**src/rtl/arb2_stream_sel_pkg.sv**
```systemverilog
// Shared types and defaults for the 2-input round-robin stream arbiter.
// FSM state encodings, default sizing and the saturating counter width helper.
package arb2_stream_sel_pkg;

   typedef enum logic {
      ST_IDLE  = 1'b0,
      ST_BURST = 1'b1
   } state_t;

   localparam int DEF_W         = 8;
   localparam int DEF_MAX_BURST = 4;

   typedef struct packed {
      logic vld;
      logic idx;
   } grant_t;

   // Counter must hold MAX_BURST itself so it can saturate there.
   function automatic int cnt_w(input int max_burst);
      return $clog2(max_burst + 1);
   endfunction

endpackage

```
**src/rtl/arb2_stream_sel_grant.sv**
```systemverilog
// Combinational grant/ready logic for the 2-input arbiter.
// Readies never look at their own source's valid, only at the competitor's.
module arb2_grant
   import arb2_stream_sel_pkg::*;
#(
   parameter int MAX_BURST = DEF_MAX_BURST,
   parameter int CW        = cnt_w(MAX_BURST)
) (
   input  state_t          state,
   input  logic            owner,
   input  logic            ptr,
   input  logic [CW-1:0]   cnt,
   input  logic            i0_valid,
   input  logic            i1_valid,
   input  logic            adv,
   output logic            i0_ready,
   output logic            i1_ready,
   output grant_t          grant
);

   logic under_cap;
   logic acc0;
   logic acc1;

   assign under_cap = (cnt < CW'(MAX_BURST));

   always_comb begin
      i0_ready = 1'b0;
      i1_ready = 1'b0;
      if (state == ST_IDLE) begin
         i0_ready = adv && (!ptr || !i1_valid);
         i1_ready = adv && ( ptr || !i0_valid);
      end else if (!owner) begin
         // Owner keeps going until the cap, and past it only if unopposed.
         i0_ready = adv && (under_cap || !i1_valid);
         i1_ready = adv && (!i0_valid || !under_cap);
      end else begin
         i1_ready = adv && (under_cap || !i0_valid);
         i0_ready = adv && (!i1_valid || !under_cap);
      end
   end

   assign acc0      = i0_valid && i0_ready;
   assign acc1      = i1_valid && i1_ready;
   assign grant.vld = acc0 || acc1;
   assign grant.idx = acc1;

endmodule

```
**src/rtl/arb2_stream_sel.sv**
```systemverilog
// Round-robin 2:1 stream arbiter with bounded bursts and a registered output
// stage; s tracks the source of y_data and drives the downstream mux select.
module arb2_stream_sel
   import arb2_stream_sel_pkg::*;
#(
   parameter int W         = DEF_W,
   parameter int MAX_BURST = DEF_MAX_BURST
) (
   input  logic         clk,
   input  logic         rst,
   input  logic         i0_valid,
   input  logic [W-1:0] i0_data,
   output logic         i0_ready,
   input  logic         i1_valid,
   input  logic [W-1:0] i1_data,
   output logic         i1_ready,
   output logic         y_valid,
   output logic [W-1:0] y_data,
   input  logic         y_ready,
   output logic         s,
   output logic         busy
);

   localparam int            CW      = cnt_w(MAX_BURST);
   localparam logic [CW-1:0] CNT_MAX = CW'(MAX_BURST);
   localparam logic [CW-1:0] CNT_ONE = CW'(1);

   state_t        state, state_n;
   logic          owner, owner_n;
   logic          ptr, ptr_n;
   logic [CW-1:0] cnt, cnt_n;
   logic          adv;
   grant_t        grant;

   assign adv  = !y_valid || y_ready;
   assign busy = (state == ST_BURST);

   arb2_grant #(
      .MAX_BURST (MAX_BURST),
      .CW        (CW)
   ) u_grant (
      .state    (state),
      .owner    (owner),
      .ptr      (ptr),
      .cnt      (cnt),
      .i0_valid (i0_valid),
      .i1_valid (i1_valid),
      .adv      (adv),
      .i0_ready (i0_ready),
      .i1_ready (i1_ready),
      .grant    (grant)
   );

   always_comb begin
      state_n = state;
      owner_n = owner;
      ptr_n   = ptr;
      cnt_n   = cnt;
      case (state)
         ST_IDLE: begin
            if (grant.vld) begin
               state_n = ST_BURST;
               owner_n = grant.idx;
               cnt_n   = CNT_ONE;
            end
         end
         ST_BURST: begin
            if (grant.vld) begin
               if (grant.idx == owner) begin
                  cnt_n = (cnt == CNT_MAX) ? cnt : cnt + CNT_ONE;
               end else begin
                  owner_n = grant.idx;
                  cnt_n   = CNT_ONE;
               end
            end else if (adv && !i0_valid && !i1_valid) begin
               // Hand priority to the other side on the next contention.
               state_n = ST_IDLE;
               ptr_n   = ~owner;
            end
         end
         default: state_n = ST_IDLE;
      endcase
   end

   always_ff @(posedge clk or posedge rst) begin
      if (rst) begin
         state <= ST_IDLE;
         owner <= 1'b0;
         ptr   <= 1'b0;
         cnt   <= '0;
      end else begin
         state <= state_n;
         owner <= owner_n;
         ptr   <= ptr_n;
         cnt   <= cnt_n;
      end
   end

   always_ff @(posedge clk or posedge rst) begin
      if (rst) begin
         y_valid <= 1'b0;
         y_data  <= '0;
         s       <= 1'b0;
      end else if (adv) begin
         y_valid <= grant.vld;
         if (grant.vld) begin
            y_data <= grant.idx ? i1_data : i0_data;
            s      <= grant.idx;
         end
      end
   end

endmodule

```
**config.mk**
```make
export PLATFORM = sky130hd
export DESIGN_NAME = arb2_stream_sel
export DESIGN_NICKNAME = d
export VERILOG_FILES = /design/src/rtl/arb2_stream_sel_pkg.sv /design/src/rtl/arb2_stream_sel_grant.sv /design/src/rtl/arb2_stream_sel.sv
export SDC_FILE = /design/constraint.sdc
export NUM_CORES = 1
export LEC_CHECK = 0
export BUFFER_PORTS_ARGS = -buffer_cell sky130_fd_sc_hd__buf_2
export CORE_MARGIN = 2
export CORE_UTILIZATION = 50
export DETAILED_ROUTE_END_ITERATION = 12
export PLACE_DENSITY = 0.82
export SLEW_MARGIN = 10
export SYNTH_ARGS = -nofsm -noshare
export SYNTH_HDL_FRONTEND = slang
export SYNTH_HIERARCHICAL = 1
export SYNTH_SLANG_ARGS = --single-unit
```
**constraint.sdc**
```tcl
create_clock -name clk -period 2.5 [get_ports clk]
set_input_delay 0.375 -clock clk [delete_from_list [all_inputs] [get_ports clk]]
set_output_delay 0.375 -clock clk [all_outputs]
set_load 0.05 [all_outputs]
```
==> impl_metrics.env <==
export IMPL_final_hold_viol_count=0
export IMPL_io_pins=34
export IMPL_grt_max_degree=18
export IMPL_antenna_cells=0
export IMPL_die_area_sq_um=2060
export IMPL_yosys_area_top_type="dfrtp_1"
export IMPL_numCtsBuffers=3
export IMPL_vias_per_cell=5.58
export IMPL_slew_headroom_pct=61.2
export IMPL_die_w_microns=45.4
export IMPL_critical_path_top_delay_family="flip-flops"
export IMPL_synth_avg_cell_area_sq_um=10.3
export IMPL_power_density_nw_per_um2=1000
export IMPL_finalNetCount=140
export IMPL_critPathMaxStageDelay_ns=0.45
export IMPL_clock_fmax_mhz=528
export IMPL_crit_arrival_ns=1.52
export IMPL_peakVddDrop_mv=0.564
export IMPL_timing_critical_path_buf_inv=1
export IMPL_first_global_vias=674
export IMPL_ys_ff_latch=16
export IMPL_fin_skew_ns=0.00391
export IMPL_area_growth_pct=23.0
export IMPL_portBuffers=33
export IMPL_worstSetupPathDepth=4
export IMPL_critPathLaunch="owner"
export IMPL_grtUsageTotal_pct=21.0
export IMPL_gp_congestion=0.755
export IMPL_rows=14
export IMPL_final_common_cell="buf_2"
export IMPL_clkLatencyLatePin_ns=0.29
export IMPL_synth_cell_types=27
export IMPL_p_total_mw=1.06
export IMPL_drt_total_wl_microns=1880
export IMPL_grt_pass1_wl_microns=2980
export IMPL_cap_violations=0
export IMPL_cts_resized=0
export IMPL_required_ns=2.12
export IMPL_max_slew_worst_pin_slew_ns=0.582
export IMPL_endpoint_kind="output port"
export IMPL_cts_tree="built"
export IMPL_hold_path_class="input port to asynchronous set/reset pin"
export IMPL_drt_iter0_markers=10
export IMPL_status="completed"
export IMPL_critical_path_cell_chain="xor2_1 > mux2i_2 > o21a_1 > buf_2"
export IMPL_synthArstFlopShare_pct=100
export IMPL_dp_hpwl_microns=1470
export IMPL_synth_nets=106
export IMPL_core_sq_um=1560
export IMPL_drive_gt1_share_pct=37.9
export IMPL_final_cell_mix="buf_2, a21oi_1, dfrtp_1, mux2i_1"
export IMPL_worstPathMaxFanout=4
export IMPL_mappedNetlistArea_sq_um=858
export IMPL_clk_pin_slew_worst_paths_ns=0.09
export IMPL_max_clock_path_buffers=2
export IMPL_clkSinkCount=16
export IMPL_fin_crit_ns=1.89
export IMPL_ys_seq_area_share_pct=46.6
export IMPL_drc=0
export IMPL_setup_tns_ns=0
export IMPL_die_h_microns=45.4
export IMPL_fill_cells=112
export IMPL_synth_flop_cell="dfrtp_1"
export IMPL_cts_max_level=1
export IMPL_slew_viol_final=0
export IMPL_worstSetupStartpointType="flop"
export IMPL_antenna_found_initial=0
export IMPL_grt_remaining_overflow=0
export IMPL_ant_nets=0
export IMPL_fin_crit_sh_pct=75.7
export IMPL_synth_area_top_cells="dfrtp_1, a21oi_1, mux2i_1, ha_1, buf_2"
export IMPL_netlist_area_leader_share_pct=46.6
export IMPL_vias=736
export IMPL_yosysWarnings=6
export IMPL_cellLeakagePower_nw=0.519
export IMPL_regToRegStartpoint="owner"
export IMPL_wl_per_cell_microns=14.2
export IMPL_start_util_pct=55.1
export IMPL_cp_slowest_cell="dfrtp_1"
export IMPL_synth_edf_count=0
export IMPL_firstDrtPassIters=5
export IMPL_path_class="flop to output port"
export IMPL_clockRootBuffer="clkbuf_4"
export IMPL_netlist_instances=83
export IMPL_r2r_worst_path_cells=6
export IMPL_rsz0062_at_grt="no"
export IMPL_postCtsSetupBuffers=0
export IMPL_finalSetupViolCount=0
export IMPL_hold_buffers=0
[sequential cells by signal, summed over array words and instances, names as in the netlist]
signal and cells:
busy 1, cnt 3, owner 1, ptr 1
s 1, y_data 8, y_valid 1
[Yosys cell counts, types with 2 or more instances]
library cell,number
a21oi_1,19
dfrtp_1,16
mux2i_1,8
inv_1,5
nand2_1,5
buf_2,4
nand3_1,3
a41oi_1,2
ha_1,2
o21a_1,2
[stage by stage]
step | cells | hold slack [ns] | util [%] | setup slack (ns) | cell area [sq um]
after floorplan | 83 | 0.289 | - | 0.372 | 858
after global placement | 128 | 0.468 | 65.4 | 0.825 | 1020
after detailed placement | 128 | 0.467 | 65.4 | 0.796 | 1020
after CTS | 132 | 0.150 | 67.7 | 0.606 | 1060
after global routing | 132 | 0.156 | 67.7 | 0.520 | 1060
final | 132 | 0.130 | 67.7 | 0.607 | 1060
[metal layers]
layer | track usage, % | wire [microns]
met5 | 0 | 0
met1 | 26.0 | 784
met4 | 10.6 | 35
met3 | 7.14 | 107
met2 | 32.4 | 947
[power by group]
group	switching (mW)	internal, mW
sequential	0.0622	0.329
clock	0.0800	0.0887
combinational	0.331	0.166
[layout make-up]
type | count | area, sq um | area share [%]
multi-input combinational | 56 | 400 | 37.9
inverter | 5 | 18.8 | 1.78
tap | 16 | 20.0 | 1.90
timing repair buffer | 35 | 180 | 17.1
sequential | 16 | 400 | 37.9
clock buffer | 4 | 36.3 | 3.44
[kinds of logic (layout without fill, tap and decap cells)]
group / Yosys count / in the layout / share of synthesized area [%]
AND/OR/NAND/NOR: 13 / 13 / 8.60
buffers and inverters: 11 / 44 / 6.71
AO/OA/AOI/OAI: 28 / 28 / 19.1
adder cells (fa/ha/maj): 2 / 2 / 2.91
multiplexers: 11 / 11 / 14.0
XOR/XNOR: 2 / 2 / 2.04
flip-flops: 16 / 16 / 46.6
[final timing paths]
kind | slack, ns | end
min reg2reg | 0.52 | s
max reg2reg | 0.75 | cnt[0]
min in group clk | 0.39 | y_data[2]
min | 0.13 | y_data[1]
max | 0.61 | i0_ready
max in group asynchronous | 1.99 | cnt[0]
No activity file was read; power rests on OpenSTA's default activity.
